===== src/rtl/simon_sequencer.sv =====
// simon_sequencer
//   Sequencer for a four-square "Simon" memory game. Each round appends one
//   pseudo-random direction to the sequence, plays the whole sequence back
//   through a square plotter (highlight, hold, restore, gap), then checks
//   the player's presses against it within an idle time limit.
//
// Ports
//   clock       in   single clock, rising edge
//   reset_n     in   synchronous active-low reset
//   start       in   1-cycle pulse, begins a game (accepted only in IDLE)
//   btn_valid   in   1-cycle pulse, debounced player press
//   btn_dir     in   [1:0] press direction (0 up, 1 down, 2 right, 3 left)
//   draw_req    out  plotter request, high in SHOW_REQ / HIDE_REQ only
//   draw_dir    out  [1:0] square to repaint
//   draw_color  out  [2:0] 3'b010 highlight, 3'b111 normal
//   draw_ack    in   plotter finished the current request
//   score       out  [4:0] rounds completed
//   busy        out  high whenever the FSM is not in IDLE
//   game_over   out  sticky loss flag, cleared by the next accepted start
//   win         out  sticky win flag, cleared by the next accepted start
//   dbg_state   out  [3:0] current FSM state, for observation only
//
// Plotter handshake: draw_req is raised with draw_dir/draw_color stable and
// stays high until draw_ack is sampled high on a rising edge; draw_req drops
// in the following cycle. draw_ack has no effect while draw_req is low.
module simon_sequencer #(
    parameter int MAX_LEN       = 16,
    parameter int ON_TICKS      = 25000000,
    parameter int OFF_TICKS     = 12500000,
    parameter int TIMEOUT_TICKS = 150000000
) (
    input  logic       clock,
    input  logic       reset_n,
    input  logic       start,
    input  logic       btn_valid,
    input  logic [1:0] btn_dir,
    output logic       draw_req,
    output logic [1:0] draw_dir,
    output logic [2:0] draw_color,
    input  logic       draw_ack,
    output logic [4:0] score,
    output logic       busy,
    output logic       game_over,
    output logic       win,
    output logic [3:0] dbg_state
);

    localparam int IW = (MAX_LEN > 1) ? $clog2(MAX_LEN) : 1;

    localparam logic [27:0] ON_LOAD      = 28'(ON_TICKS - 1);
    localparam logic [27:0] OFF_LOAD     = 28'(OFF_TICKS - 1);
    localparam logic [27:0] TIMEOUT_LOAD = 28'(TIMEOUT_TICKS - 1);
    localparam logic [4:0]  LEN_MAX      = 5'(MAX_LEN);

    localparam logic [2:0] COLOR_HI   = 3'b010;
    localparam logic [2:0] COLOR_NORM = 3'b111;

    typedef enum logic [3:0] {
        IDLE       = 4'd0,
        ADD_STEP   = 4'd1,
        SHOW_REQ   = 4'd2,
        SHOW_HOLD  = 4'd3,
        HIDE_REQ   = 4'd4,
        HIDE_HOLD  = 4'd5,
        WAIT_INPUT = 4'd6,
        FAIL       = 4'd7,
        WIN        = 4'd8
    } state_t;

    state_t      state;
    state_t      state_next;

    logic [7:0]  lfsr;
    logic [1:0]  seq [MAX_LEN];
    logic [4:0]  len;
    logic [4:0]  idx;
    logic [27:0] timer;

    logic [1:0]  cur_step;
    logic        last_step;
    logic        timer_zero;
    logic        hit;

    assign cur_step   = seq[idx[IW-1:0]];
    assign last_step  = (idx == len - 5'd1);
    assign timer_zero = (timer == 28'd0);
    assign hit        = btn_valid && (btn_dir == cur_step);

    // ---------------------------------------------------------------- state register
    always_ff @(posedge clock) begin
        if (!reset_n) begin
            state <= IDLE;
        end else begin
            state <= state_next;
        end
    end

    // ---------------------------------------------------------------- next state
    always_comb begin
        state_next = state;
        case (state)
            IDLE:       if (start) state_next = ADD_STEP;
            ADD_STEP:   state_next = SHOW_REQ;
            SHOW_REQ:   if (draw_ack) state_next = SHOW_HOLD;
            SHOW_HOLD:  if (timer_zero) state_next = HIDE_REQ;
            HIDE_REQ:   if (draw_ack) state_next = HIDE_HOLD;
            HIDE_HOLD: begin
                if (timer_zero) state_next = last_step ? WAIT_INPUT : SHOW_REQ;
            end
            WAIT_INPUT: begin
                // A press in the expiry cycle wins over the timeout.
                if (btn_valid) begin
                    if (!hit)           state_next = FAIL;
                    else if (last_step) state_next = (len == LEN_MAX) ? WIN : ADD_STEP;
                end else if (timer_zero) begin
                    state_next = FAIL;
                end
            end
            FAIL:       state_next = IDLE;
            WIN:        state_next = IDLE;
            default:    state_next = IDLE;
        endcase
    end

    // ---------------------------------------------------------------- outputs
    always_comb begin
        draw_req   = 1'b0;
        draw_dir   = 2'd0;
        draw_color = COLOR_NORM;
        busy       = (state != IDLE);
        dbg_state  = state;
        if (state == SHOW_REQ) begin
            draw_req   = 1'b1;
            draw_dir   = cur_step;
            draw_color = COLOR_HI;
        end else if (state == HIDE_REQ) begin
            draw_req   = 1'b1;
            draw_dir   = cur_step;
            draw_color = COLOR_NORM;
        end
    end

    // ---------------------------------------------------------------- datapath
    always_ff @(posedge clock) begin
        if (!reset_n) begin
            lfsr      <= 8'hA5;
            len       <= 5'd0;
            idx       <= 5'd0;
            timer     <= 28'd0;
            score     <= 5'd0;
            game_over <= 1'b0;
            win       <= 1'b0;
        end else begin
            // x^8+x^6+x^5+x^4+1 is maximal-length, so a non-zero seed never
            // reaches the all-zero lock-up state.
            lfsr <= {lfsr[6:0], lfsr[7] ^ lfsr[5] ^ lfsr[4] ^ lfsr[3]};
            case (state)
                IDLE: begin
                    if (start) begin
                        len       <= 5'd0;
                        idx       <= 5'd0;
                        score     <= 5'd0;
                        game_over <= 1'b0;
                        win       <= 1'b0;
                    end
                end
                ADD_STEP: begin
                    len <= len + 5'd1;
                    idx <= 5'd0;
                end
                SHOW_REQ: begin
                    if (draw_ack) timer <= ON_LOAD;
                end
                SHOW_HOLD: begin
                    if (!timer_zero) timer <= timer - 28'd1;
                end
                HIDE_REQ: begin
                    if (draw_ack) timer <= OFF_LOAD;
                end
                HIDE_HOLD: begin
                    if (!timer_zero) begin
                        timer <= timer - 28'd1;
                    end else if (last_step) begin
                        idx   <= 5'd0;
                        timer <= TIMEOUT_LOAD;
                    end else begin
                        idx <= idx + 5'd1;
                    end
                end
                WAIT_INPUT: begin
                    if (hit) begin
                        if (last_step) begin
                            score <= len;
                        end else begin
                            idx   <= idx + 5'd1;
                            timer <= TIMEOUT_LOAD;
                        end
                    end else if (!btn_valid && !timer_zero) begin
                        timer <= timer - 28'd1;
                    end
                end
                FAIL:    game_over <= 1'b1;
                WIN:     win       <= 1'b1;
                default: ;
            endcase
        end
    end

    // Sequence storage has no reset: every entry is written in ADD_STEP
    // before playback or input checking can read it.
    always_ff @(posedge clock) begin
        if (state == ADD_STEP) begin
            seq[len[IW-1:0]] <= lfsr[1:0];
        end
    end

endmodule


===== config.mk =====
export PLATFORM = sky130hd
export DESIGN_NAME = simon_sequencer
export DESIGN_NICKNAME = d
export VERILOG_FILES = /design/src/rtl/simon_sequencer.sv
export SDC_FILE = /design/constraint.sdc
export NUM_CORES = 1
export LEC_CHECK = 0
export CAP_MARGIN = 20
export CORE_MARGIN = 4
export CORE_UTILIZATION = 45
export DETAILED_ROUTE_END_ITERATION = 8
export PLACE_DENSITY = 0.67
export SETUP_SLACK_MARGIN = 0.15
export SYNTH_ARGS = -nofsm -noshare
export SYNTH_HDL_FRONTEND = slang
export SYNTH_SLANG_ARGS = --single-unit

===== constraint.sdc =====
create_clock -name clock -period 2.87 [get_ports clock]
set_clock_uncertainty 0.15 [all_clocks]
set_input_delay 0.287 -clock clock [delete_from_list [all_inputs] [get_ports clock]]
set_output_delay 0.287 -clock clock [all_outputs]
set_load 0.03 [all_outputs]

==> results.py, run 1 <==
metrics = {
    "detailed_routing": {
        "dr.pass1.iters": 5,
        "route.detailed.drc": 0,
        "wire_per_inst_um": 18.9,
        "drt-initial-drc-count": 330,
        "num_vias": 4269,
        "drt-total-wl_mm": 13.6,
        "via_per_inst": 5.93,
        "antenna_left": 0,
    },
    "sta": {
        "hold-worst-slack_ps": 272,
        "hold_viol": 0,
        "max_freq_mhz": 346,
        "layout_setup_ws_ps": -20.2,
        "grt_setup_unrepaired": "true",
        "setup_viol_count_final": 1,
        "period_minus_slack_ps": 2890,
        "period_share_pct": 101,
        "setup-tns-final_ps": -20.2,
        "slew_viol_final": 0,
        "maxSlewHeadroom_pct": 41.5,
        "worstMarginPinSlew_ps": 872,
    },
    "min_path": {
        "min_path_type": "flip-flop to flip-flop",
        "min_to": "lfsr[7]",
        "min_path_cells": 1,
        "holdCritStartpoint": "lfsr[6]",
    },
    "clock_tree": {
        "h-tree-depth": 3,
        "cts_inserted_buffers": 9,
        "cts_tree": "done",
        "clk_latency_ps": 380,
        "clockBufferDepth": 2,
        "cts-hold-fix-buffers": 0,
        "cts_root_buffer": "clkbuf_8",
        "cts_num_sinks": 93,
        "clkTransAtPathRegs_ps": 90,
    },
    "synth": {
        "syn_avg_cell_area_um2": 9.36,
        "yosysMostFrequentCell": "dfxtp_1",
        "synth-seq-area-share_pct": 46.4,
        "yosysTopAreaCell": "dfxtp_1",
        "yosys_most_used_dff": "dfxtp_1",
        "synth-edff-count": 32,
        "synth_common_cells": "dfxtp_1 (61), nor2_1 (49), nand2_1 (47)",
        "syn_nets": 515,
        "yosysWarnings": 0,
        "syn-instance-count": 502,
        "ys_ff_latch": 93,
        "netlist_top_cells_area": "dfxtp_1 (26%), edfxtp_1 (20%), nor2_1 (3.9%), nand2_1 (3.8%), a21oi_1 (3.7%)",
        "async_flop_share_pct": 0,
        "synth_area_um2": 4700,
        "synth.top_cell.area_share_pct": 26.0,
        "synthDistinctLibCells": 64,
    },
    "worst_setup_path": {
        "cp-start-kind": "flip-flop",
        "rrSetupSlack_ps": -20,
        "timing.rr.start": "timer[1]",
        "cp.arrival_ps": 3000,
        "timing_worst_setup_path_type": "flip-flop to flip-flop",
        "rr_worst_depth": 11,
        "crit_fanout": 5,
        "rr_endpoint": "timer[12]",
        "worst_ep_required_time_ps": 2980,
        "cp-end-kind": "flip-flop",
    },
    "global_routing": {
        "grt_pass1_vias": 3972,
        "grt_max_degree": 25,
        "overflow": 0,
        "antenna_found_initial": 0,
        "track_usage_pct": 21.3,
        "grt_pass1_wl_mm": 19.8,
    },
    "layout": {
        "n_antenna_cell": 0,
        "synthToLayoutAreaGrowth_pct": 31.8,
        "layout-drive-gt1-share_pct": 29.1,
        "fin_nets": 592,
        "fin_cells": 720,
        "stdcell_area_um2": 6190,
        "fin_util_pct": 60.5,
    },
    "die": {
        "core_um2": 10200,
        "fp.dieW_um": 110,
        "die_h_um": 110,
        "die_area_um2": 12100,
        "rows": 37,
        "ioPinCount": 25,
        "initial_core_util_pct": 45.9,
    },
    "placed_design": {
        "dp_hpwl_mm": 8.63,
        "place.gp.congestion": 0.855,
        "post-place-ws_ps": -32.5,
        "io_buffers": 23,
        "place_area_um2": 5340,
        "placed_cells": 678,
    },
    "run_status": {
        "outcome": "finished with violations",
        "violations": "negative setup slack",
    },
    "pwr": {
        "vdd_drop_max_mv": 0.992,
        "p_total_mw": 6.72,
        "p_leak_nw": 2.23,
        "power_density_nw_per_um2": 1090,
    },
    "run": {
        "max-cap-violations": 0,
    },
}
[cell families (layout without fill, tap and decap cells)]
group / after synthesis / count (layout) / synth area share, %
AND/OR/NAND/NOR: 204 / 204 / 22.1
buffers and inverters: 39 / 121 / 3.62
other: 1 / 1 / 0.0798
multiplexers: 19 / 19 / 5.51
AO/OA/AOI/OAI: 125 / 125 / 17.9
XOR/XNOR: 15 / 15 / 2.80
flip-flops: 93 / 93 / 46.4
adder cells (fa/ha/maj): 6 / 6 / 1.60
[state kept, by name, summed over array words and instances (netlist names), named ones only]
signal / flops
seq: 32
timer: 28
lfsr: 8
idx: 5
len: 5
score: 5
dbg_state: 4
game_over: 1
win: 1
[worst max-delay path: stages (launching register included)]
cell and delay (ps):
dfxtp_2 340, inv_2 70, ha_4 130, or4b_4 470, nand4b_4 200, nand4b_4 250
o211ai_1 260, o21ai_2 140, a31o_4 280, buf_12 150, o21ai_0 240, a211oi_1 100
[metal layers]
layer  GRT usage [%]  vias to the layer above  part of all wire [%]
li1                -                     2001                     -
met1            26.5                     2061                    41
met2            36.7                      171                    51
met3            4.66                       36                   5.9
met4            6.68                        0                   2.2
met5               0                        -                     0
[repair_timing]
item	in CTS	in global routing
gates cloned	1	4
hold endpoints to repair	0	0
resized for setup	18	88
buffers inserted	12	9
setup endpoints to repair	47	46
pin swaps	10	39
[final cells by class]
class / count / area [µm²]
Clock buffer: 9 / 124
Clock inverter: 7 / 80.1
Fill cell: 830 / 4040
Inverter: 15 / 56.3
Multi-Input combinational cell: 370 / 2700
Sequential cell: 93 / 2190
Tap cell: 136 / 170
Timing Repair Buffer: 90 / 872
[layout by cell type (no fill, tap or decap), types with 4 or more instances in the layout]
cell             synthesis  final
inv_1                   15     13
clkdlybuf4s50_1          0     21
clkbuf_16                0      4
dfxtp_1                 61     54
or4_1                    6      4
nor2b_1                  6      5
a211oi_1                 5      4
edfxtp_1                32     32
nand3_1                 18     16
dfxtp_2                  0      6
a22o_1                   6      6
o21ai_0                 26     10
o21ai_1                  2      7
buf_4                    3     51
inv_6                    0      4
buf_6                    1      9
a21oi_4                  1      7
and2_1                   8      8
xnor2_1                  7      7
xor2_1                   8      7
a21oi_1                 35     17
nor2_1                  49     48
a21oi_2                  0     12
nand4_1                  4      4
nor4_1                   7      6
nor3_1                  22     22
nand2b_1                10     10
or3_1                   10      8
mux2i_1                 12     12
ha_1                     6      5
clkbuf_8                 0      9
o211ai_1                 4      4
o21ai_2                  0     11
o31ai_1                  5      5
mux4_2                   0      4
a31oi_1                  7      6
nand2_1                 47     44
[worst max-delay path by stage]
| stage | from | to | cells past startpoint |
|---|---|---|---|
| 4_1_cts | timer[0] | timer[3] | 11 |
| 3_5_place_dp | flip-flop | timer[23] | 10 |
| 5_1_grt | timer[1] | timer[12] | 11 |
| 2_1_floorplan | timer[1] | timer[3] | 11 |
| 3_3_place_gp | flip-flop | timer[23] | 10 |
| 6_report | timer[1] | timer[12] | 11 |
[where the power goes]
| group | switching [mW] | internal, mW | total, mW |
|---|---|---|---|
| registers | 0.251 | 1.57 | 1.82 |
| logic | 2.18 | 1.80 | 3.98 |
| clock network | 0.507 | 0.418 | 0.926 |
No activity file was read; power rests on OpenSTA's default activity.
==> run 2: changes to the inputs <==
- CAP_MARGIN: 20 -> 10
==> results of run 2 <==
No change in the layout: final DEF, timing and power equal those of run 1.
